File: src/rtl/hamming_uart_pkg.sv
// Hamming UART link: shared constants and receive FSM encoding.
// Used by both the transmit and receive sides of the link.
package hamming_uart_pkg;

  localparam logic [31:0] DEF_FREQUENCY = 32'd50_000_000;
  localparam logic [31:0] DEF_SPEED     = 32'd9600;
  localparam int          DATA_BITS     = 8;
  localparam int          PACKAGE_BITS  = 16;

  typedef enum logic [1:0] {
    IDLE  = 2'd0,
    START = 2'd1,
    DATA  = 2'd2,
    STOP  = 2'd3
  } rx_state_e;

endpackage

File: src/rtl/uart_rx_byte.sv
// 8N1 byte receiver: rx synchronizer, mid-bit sampling FSM.
// Strobes byte_valid_o / frame_err_o in the stop-sample cycle.
module uart_rx_byte
  import hamming_uart_pkg::*;
#(
  parameter logic [31:0] FREQUENCY = DEF_FREQUENCY,
  parameter logic [31:0] SPEED     = DEF_SPEED
) (
  input  logic                 clk,
  input  logic                 rst,
  input  logic                 rx_i,
  output logic [DATA_BITS-1:0] byte_o,
  output logic                 byte_valid_o,
  output logic                 frame_err_o,
  output logic                 idle_o
);

  localparam logic [31:0] DIVIDER = FREQUENCY / SPEED;
  localparam int TW = $clog2(DIVIDER + 1);
  localparam int BW = $clog2(DATA_BITS);
  localparam logic [TW-1:0] T_HALF = TW'(DIVIDER / 2);
  localparam logic [TW-1:0] T_LAST = TW'(DIVIDER - 1);
  localparam logic [BW-1:0] B_LAST = BW'(DATA_BITS - 1);

  logic                 sync1_q;
  logic                 sync2_q;
  logic                 rx_s;
  rx_state_e            state_q, state_d;
  logic [TW-1:0]        tick_q, tick_d;
  logic [BW-1:0]        bit_q, bit_d;
  logic [DATA_BITS-1:0] shift_q, shift_d;
  logic                 armed_q, armed_d;
  logic                 valid_d;
  logic                 ferr_d;

  assign rx_s = sync2_q;

  always_comb begin
    state_d = state_q;
    tick_d  = tick_q;
    bit_d   = bit_q;
    shift_d = shift_q;
    armed_d = armed_q;
    valid_d = 1'b0;
    ferr_d  = 1'b0;
    unique case (state_q)
      IDLE: begin
        if (!armed_q) begin
          armed_d = rx_s;
        end else if (!rx_s) begin
          state_d = START;
          tick_d  = '0;
        end
      end
      START: begin
        if (tick_q == T_HALF) begin
          tick_d  = '0;
          bit_d   = '0;
          state_d = rx_s ? IDLE : DATA;
        end else begin
          tick_d = tick_q + 1'b1;
        end
      end
      DATA: begin
        if (tick_q == T_LAST) begin
          tick_d  = '0;
          shift_d = {rx_s, shift_q[DATA_BITS-1:1]};
          if (bit_q == B_LAST) begin
            state_d = STOP;
          end else begin
            bit_d = bit_q + 1'b1;
          end
        end else begin
          tick_d = tick_q + 1'b1;
        end
      end
      STOP: begin
        if (tick_q == T_LAST) begin
          tick_d  = '0;
          state_d = IDLE;
          valid_d = rx_s;
          ferr_d  = !rx_s;
          // a low stop bit may be a break: rearm only once rx is high
          armed_d = rx_s;
        end else begin
          tick_d = tick_q + 1'b1;
        end
      end
      default: state_d = IDLE;
    endcase
  end

  always_ff @(posedge clk or posedge rst) begin
    if (rst) begin
      sync1_q <= 1'b1;
      sync2_q <= 1'b1;
      state_q <= IDLE;
      tick_q  <= '0;
      bit_q   <= '0;
      shift_q <= '0;
      armed_q <= 1'b1;
    end else begin
      sync1_q <= rx_i;
      sync2_q <= sync1_q;
      state_q <= state_d;
      tick_q  <= tick_d;
      bit_q   <= bit_d;
      shift_q <= shift_d;
      armed_q <= armed_d;
    end
  end

  assign byte_o       = shift_q;
  assign byte_valid_o = valid_d;
  assign frame_err_o  = ferr_d;
  assign idle_o       = (state_q == IDLE);

endmodule

File: src/rtl/hamming_uart_receiver.sv
// Hamming UART receiver: pairs bytes into 16-bit packages.
// Optional orphan-byte timeout under HAMMING_RX_TIMEOUT_EN.
module hamming_uart_receiver
  import hamming_uart_pkg::*;
#(
  parameter logic [31:0] FREQUENCY    = DEF_FREQUENCY,
  parameter logic [31:0] SPEED        = DEF_SPEED,
  parameter logic [31:0] TIMEOUT_BITS = 32'd20
) (
  input  logic                    CLK_i,
  input  logic                    reset,
  input  logic                    rx,
  output logic [PACKAGE_BITS-1:0] package_o,
  output logic                    package_valid_o,
  output logic                    frame_error_o,
  output logic                    busy_o
);

  logic [DATA_BITS-1:0]    rx_byte;
  logic                    byte_valid;
  logic                    frame_err;
  logic                    rx_idle;
  logic                    tmo_hit;
  logic                    pair_q, pair_d;
  logic [DATA_BITS-1:0]    high_q, high_d;
  logic [PACKAGE_BITS-1:0] pkg_q, pkg_d;
  logic                    pvalid_q, pvalid_d;
  logic                    ferr_q, ferr_d;

  uart_rx_byte #(
    .FREQUENCY(FREQUENCY),
    .SPEED    (SPEED)
  ) u_rx_byte (
    .clk         (CLK_i),
    .rst         (reset),
    .rx_i        (rx),
    .byte_o      (rx_byte),
    .byte_valid_o(byte_valid),
    .frame_err_o (frame_err),
    .idle_o      (rx_idle)
  );

`ifdef HAMMING_RX_TIMEOUT_EN
  localparam logic [31:0] DIVIDER  = FREQUENCY / SPEED;
  localparam logic [31:0] TMO_LAST = TIMEOUT_BITS * DIVIDER - 1;

  logic [31:0] tmo_q, tmo_d;

  always_comb begin
    tmo_d   = '0;
    tmo_hit = 1'b0;
    if (pair_q && rx_idle) begin
      if (tmo_q == TMO_LAST) begin
        tmo_hit = 1'b1;
      end else begin
        tmo_d = tmo_q + 1'b1;
      end
    end
  end

  always_ff @(posedge CLK_i or posedge reset) begin
    if (reset) begin
      tmo_q <= '0;
    end else begin
      tmo_q <= tmo_d;
    end
  end
`else
  logic unused_tmo;
  assign unused_tmo = ^TIMEOUT_BITS;
  assign tmo_hit    = 1'b0;
`endif

  // the four events are exclusive: byte strobes only leave STOP,
  // the timeout only fires while the byte FSM sits in IDLE
  always_comb begin
    pair_d   = pair_q;
    high_d   = high_q;
    pkg_d    = pkg_q;
    pvalid_d = 1'b0;
    ferr_d   = frame_err;
    unique case (1'b1)
      frame_err: begin
        pair_d = 1'b0;
      end
      byte_valid && pair_q: begin
        pkg_d    = {high_q, rx_byte};
        pvalid_d = 1'b1;
        pair_d   = 1'b0;
      end
      byte_valid && !pair_q: begin
        high_d = rx_byte;
        pair_d = 1'b1;
      end
      tmo_hit: begin
        pair_d = 1'b0;
      end
      default: ;
    endcase
  end

  always_ff @(posedge CLK_i or posedge reset) begin
    if (reset) begin
      pair_q   <= 1'b0;
      high_q   <= '0;
      pkg_q    <= '0;
      pvalid_q <= 1'b0;
      ferr_q   <= 1'b0;
    end else begin
      pair_q   <= pair_d;
      high_q   <= high_d;
      pkg_q    <= pkg_d;
      pvalid_q <= pvalid_d;
      ferr_q   <= ferr_d;
    end
  end

  assign package_o       = pkg_q;
  assign package_valid_o = pvalid_q;
  assign frame_error_o   = ferr_q;
  assign busy_o          = !rx_idle || pair_q;

endmodule
File: config.mk
export PLATFORM = sky130hd
export DESIGN_NAME = hamming_uart_receiver
export DESIGN_NICKNAME = d
export VERILOG_FILES = /design/src/rtl/hamming_uart_pkg.sv /design/src/rtl/uart_rx_byte.sv /design/src/rtl/hamming_uart_receiver.sv
export SDC_FILE = /design/constraint.sdc
export NUM_CORES = 1
export LEC_CHECK = 0
export BUFFER_PORTS_ARGS = -buffer_cell sky130_fd_sc_hd__buf_2
export CORE_ASPECT_RATIO = 0.8
export CORE_MARGIN = 2
export CORE_UTILIZATION = 55
export CTS_CLUSTER_DIAMETER = 60
export DETAILED_ROUTE_END_ITERATION = 10
export GPL_ROUTABILITY_DRIVEN = 0
export PLACE_DENSITY_LB_ADDON = 0.3
export SLEW_MARGIN = 20
export SYNTH_ARGS = -nofsm -noshare
export SYNTH_HDL_FRONTEND = slang
export SYNTH_SLANG_ARGS = --single-unit
export TNS_END_PERCENT = 1
File: constraint.sdc
create_clock -name CLK_i -period 4.5 [get_ports CLK_i]
set_input_delay 0.225 -clock CLK_i [delete_from_list [all_inputs] [get_ports CLK_i]]
set_output_delay 0.225 -clock CLK_i [all_outputs]
set_load 0.005 [all_outputs]
* Word-level counts from Yosys, hierarchy flattened *
Cells that the tools add are included.

cells by class
  add/sub/neg operators = 2
  equal/unequal tests = 13
  mux-type cells = 26
  reductions and logical operators = 17

operator list
  operator               count
  $mux 13                4
  $pmux 13 s3            1
  $mux 2                 7
  $add 13x1->13 const B  1
  $eq 13x12->1 const B   1
  $eq 13x13->1 const B   1
  $ne 2x1->1 const B     5
  $mux 3                 3
  $pmux 2 s4             1
  $mux 1                 7
  $pmux 3 s2             1
  $reduce_and 2->1       3
  $reduce_and 6->1       1
  $reduce_bool 2->1      3
  $eq 2x2->1 const B     2
  $ne 2x2->1 const B     2
  $pmux 1 s2             2
  $reduce_and 4->1       1
  $reduce_or 2->1        2
  $add 3x1->3 const B    1
  $eq 3x3->1 const B     1
  $logic_not 1->1        3
  $eq 2x1->1 const B     1
  $logic_and 1x1->1      2
  other kinds (2)        2

word-level totals
  register bits after elaboration = 56
  word-level logic and storage cells = 70

* Longest topological paths before layout *
  depth in word-level cells = 6
  mapped depth = 8
  gate-level depth less buffers = 7

* Hierarchy *
From an unflattened synthesis, not the netlist that was laid out.

unflattened totals
  cell total of the unflattened synthesis = 201
  area total of the unflattened synthesis = 2563.7 um^2

modules (own cells, without submodules)
  module                 instances  cells each  area each (um^2)
  uart_rx_byte           1          141         1487.7
  hamming_uart_receiver  1          60          1076.0

* Least setup slack after synthesis *
OpenSTA, ideal clock, no wires.

  path type = register to register
  start = register u_rx_byte.tick_q[0]
  end = register pkg_q[0] (netlist: package_o[0])
  arrival time = 1.892 ns
  required time = 4.375 ns
  path slack = 2.483 ns
  cell stages (with the launch flop) = 7
  buffers on the path = 1
  path through = dfrtp_1 ha_1 and4bb_2 nand3_4 nor3_4 buf_4 mux2_2

between the ends
  longest elaborated chain between the ends = 4

RTL lines
  element                 line                          source
  from (decl)             uart_rx_byte.sv:29            logic [TW-1:0] tick_q, tick_d;
  from (signal assigned)  uart_rx_byte.sv:106           tick_q <= tick_d;
  $eq 13x13->1            uart_rx_byte.sv:78            if (tick_q == T_LAST) begin
  $mux 1                  uart_rx_byte.sv:78
  $mux 1                  uart_rx_byte.sv:46            unique case (state_q)
  $logic_and 1x1->1       hamming_uart_receiver.sv:86   byte_valid && pair_q: begin
  to (signal assigned)    hamming_uart_receiver.sv:112  pkg_q <= pkg_d;
  to (decl)               hamming_uart_receiver.sv:26   logic [PACKAGE_BITS-1:0] pkg_q, pkg_d;

Every way passes these cells.
A chain may end at the register's enable or synchronous reset.

* Worst setup path after layout *
  start = register u_rx_byte.tick_q[0]
  end = register high_q[1]

between the ends
  longest elaborated chain between the ends = 4

RTL lines
  element               line                          source
  $eq 13x13->1          uart_rx_byte.sv:78
  $mux 1                uart_rx_byte.sv:78
  $mux 1                uart_rx_byte.sv:46
  $logic_and 1x1->1     hamming_uart_receiver.sv:91   byte_valid && !pair_q: begin
  to (signal assigned)  hamming_uart_receiver.sv:111  high_q <= high_d;
  to (decl)             hamming_uart_receiver.sv:25   logic [DATA_BITS-1:0] high_q, high_d;

Every way passes these cells.

==> impl_metrics.json <==
{
  "outcome": "finished clean",
  "placementRows": 22,
  "drt-vias-per-instance": 5.63,
  "vias": 1616,
  "die_boundary_width_um": 79.7,
  "cts.sink_count": 56,
  "core_sq_mm": 0.00449,
  "synth-simple-area-share": 0.137,
  "worstHoldPathType": "input pin to async pin",
  "timing_max_transition_violations_final": 0,
  "first_global_vias": 1461,
  "worstPathArrival_ps": 2550,
  "synth.yosys.warnings": 0,
  "synthDominantAreaCellType": "sky130_fd_sc_hd__dfrtp_1",
  "largest_net_degree_at_the_start_of_global_routing": 57,
  "synth-compound-area-share": 0.0818,
  "synthCells": 203,
  "synth_top_area_frac": 0.526,
  "final.min_clock_period_ps": 2360,
  "synth.ff_latch_count": 56,
  "max_freq_mhz": 424,
  "clk_path_buf_depth": 2,
  "areaGrowthSynthToFinish_pct": 9.87,
  "reg2reg_slack_ps": 2140,
  "clk_latency_ps": 300,
  "die_h_um": 64.6,
  "synth_ff_type": "sky130_fd_sc_hd__dfrtp_1",
  "timing_worst_setup_path_type": "register to register",
  "dp.cells": 278,
  "cts_repair_resize_count": 0,
  "design.die.area_sq_mm": 0.00515,
  "final.period_utilization": 0.524,
  "endpoint_kind_of_the_worst_setup_timing_path": "register",
  "final_layout_size_suffix_gt1_frac": 0.322,
  "io_pins": 22,
  "htree_num_levels": 2,
  "final_hold_viol_count": 0,
  "synth_cell_type_count": 40,
  "global_route.overflow_total": 0,
  "avg_inst_size_synth_sq_um": 12.4,
  "peakVddDrop_mv": 0.240,
  "yosys.area_share.xor_xnor": 0.0104,
  "detail_route.wl_per_cell_um": 15.2,
  "max_cap_violations": 0,
  "synth_fa_ha_area_frac": 0.0198,
  "synth_async_sr_flop_share": 1.00,
  "post_cts_buffers": 0,
  "clock_tree_from_tritoncts": "built",
  "critPathRequiredTime_ps": 4690,
  "power_density_mw_per_mm2": 369,
  "setup_viol": 0,
  "proportion_of_synthesized_area_in_mux_cells": 0.163,
  "dominant_combinational_cell_family_by_area_after_synthesis": "multiplexers",
  "initial_core_util": 0.562,
  "synth.area.top_cells": "sky130_fd_sc_hd__dfrtp_1, sky130_fd_sc_hd__mux2_2, sky130_fd_sc_hd__mux2_4",
  "dr.pass1.iters": 5,
  "final-instance-count-excl-fill": 287,
  "drt_drc_violations_left": 0,
  "cp-start-kind": "register",
  "rsz_0062_raised_after_global_routing": "no",
  "dpl.hpwl_um": 3040,
  "synth_nets": 210,
  "insertedDiodeCount": 0,
  "totalWireLength_um": 4370,
  "worst-path-max-fanout": 9,
  "slew_headroom": 0.489,
  "synth_area_sq_mm": 0.00252,
  "antenna_found_initial": 0,
  "clock-skew-final_ps": 9.25,
  "global_route_wire_length_before_repair_um": 7370,
  "grt_util_all_layers": 0.187,
  "clock-root-buffer": "sky130_fd_sc_hd__clkbuf_8",
  "synth_edf_count": 0,
  "seq_total_area_yosys": 0.557,
  "drt-initial-drc-count": 88,
  "cts.reportedPaths.clkPinSlew_ps": 110,
  "timing_worst_slew_pin_value_ps": 764,
  "fin_tns_setup_ps": 0,
  "antenna_left": 0,
  "numPortBuffers": 21,
  "p_leak_nw": 1.43,
  "final.fill_count": 355,
  "cts_made_buffers": 5,
  "design.final.nets": 233,
  "cts_hold_repair.buffers": 0
}
## state kept, by name, indices dropped and copies added (netlist names), 3 cells and up, named ones only
signal            flops
u_rx_byte.tick_q     13
u_rx_byte.byte_o      8
u_rx_byte.bit_q       3
high_q                8
package_o            16
## logic make-up after synthesis
kind of cell	after synthesis
AO/OA/AOI/OAI	33
XOR/XNOR	3
adder cells (fa/ha/maj)	4
buffers and inverters	17
flip-flops	56
multiplexers	34
AND/OR/NAND/NOR	56
## per-layer routing
| metal | wire (um) | global-route usage |
|---|---|---|
| met5 | 0 | 0 |
| met4 | 8 | 0.0323 |
| met3 | 193 | 0.0571 |
| met2 | 1890 | 0.250 |
| met1 | 2280 | 0.301 |
## where the power goes
part,switching [W],internal (W)
sequential,0.0000459,0.000530
clock,0.000164,0.000112
combinational,0.000108,0.0000628
## through the flow
step	utilization	power [W]	hold slack [ps]	area, sq um	setup WS [ps]
CTS	0.615	0.00103	0.869	2760	2120
finish	0.618	0.00102	97.0	2770	2140
detailed placement	0.595	0.000754	333	2670	2140
floorplan	-	0.000712	229	2520	2480
global route	0.618	0.00109	149	2770	1990
global placement	0.595	0.000746	330	2670	2230
## cell usage in the layout, fill, tap and decap left out, types with 2 or more instances in the layout
master	Yosys	layout
sky130_fd_sc_hd__o21ai_0	8	8
sky130_fd_sc_hd__mux2_4	8	8
sky130_fd_sc_hd__buf_2	2	21
sky130_fd_sc_hd__inv_1	10	9
sky130_fd_sc_hd__a31oi_1	9	9
sky130_fd_sc_hd__dfrtp_1	53	53
sky130_fd_sc_hd__dfstp_2	3	3
sky130_fd_sc_hd__nand3_1	6	6
sky130_fd_sc_hd__nor2_1	5	5
sky130_fd_sc_hd__mux2_2	24	24
sky130_fd_sc_hd__clkbuf_8	0	5
sky130_fd_sc_hd__a21oi_1	6	6
sky130_fd_sc_hd__nand4_1	3	3
sky130_fd_sc_hd__and2_1	2	2
sky130_fd_sc_hd__ha_1	4	4
sky130_fd_sc_hd__mux2i_1	2	2
sky130_fd_sc_hd__xnor2_1	3	3
sky130_fd_sc_hd__nand2_1	21	21
sky130_fd_sc_hd__and3_1	3	3
sky130_fd_sc_hd__a22o_1	4	4
sky130_fd_sc_hd__nor3_1	2	2
sky130_fd_sc_hd__and4bb_4	2	2
sky130_fd_sc_hd__nand2b_1	3	3
## final timing paths
check	start	end	cells past startpoint
min in group CLK_i	u_rx_byte.sync1_q	u_rx_byte.rx_s	0
max in group asynchronous	reset	frame_error_o	3
max	u_rx_byte.tick_q[0]	high_q[1]	5
min	reset	package_o[13]	3
max reg2reg	u_rx_byte.tick_q[0]	high_q[1]	5
min reg2reg	u_rx_byte.sync1_q	u_rx_byte.rx_s	0
## synth_stat cells, drive strengths merged, types with 2 or more instances
master  instances
a21oi           6
a22o            4
a31oi           9
and2            2
and3            3
and4bb          3
buf             4
clkbuf          3
dfrtp          53
dfstp           3
ha              4
inv            10
mux2           32
mux2i           2
nand2          21
nand2b          3
nand3           7
nand4           4
nor2            6
nor3            3
o21ai           9
xnor2           3
## worst max-delay path, cell delays in order (launching register included)
cell	delay, ps
sky130_fd_sc_hd__dfrtp_1	420
sky130_fd_sc_hd__ha_1	280
sky130_fd_sc_hd__and4bb_2	330
sky130_fd_sc_hd__nand4_4	120
sky130_fd_sc_hd__or4_1	710
sky130_fd_sc_hd__mux2_4	400
## area by class of cell
cell class	count	area, sq um	share of cell area
well taps	60	75.1	0.0271
inverters	10	37.5	0.0135
multi-input cells	130	1040	0.375
repair buffers	23	123	0.0442
clock buffers	5	68.8	0.0248
clock inverters	3	22.5	0.00813
flip-flops and latches	56	1410	0.507
Note: power is estimated with default switching activity, not from simulation.
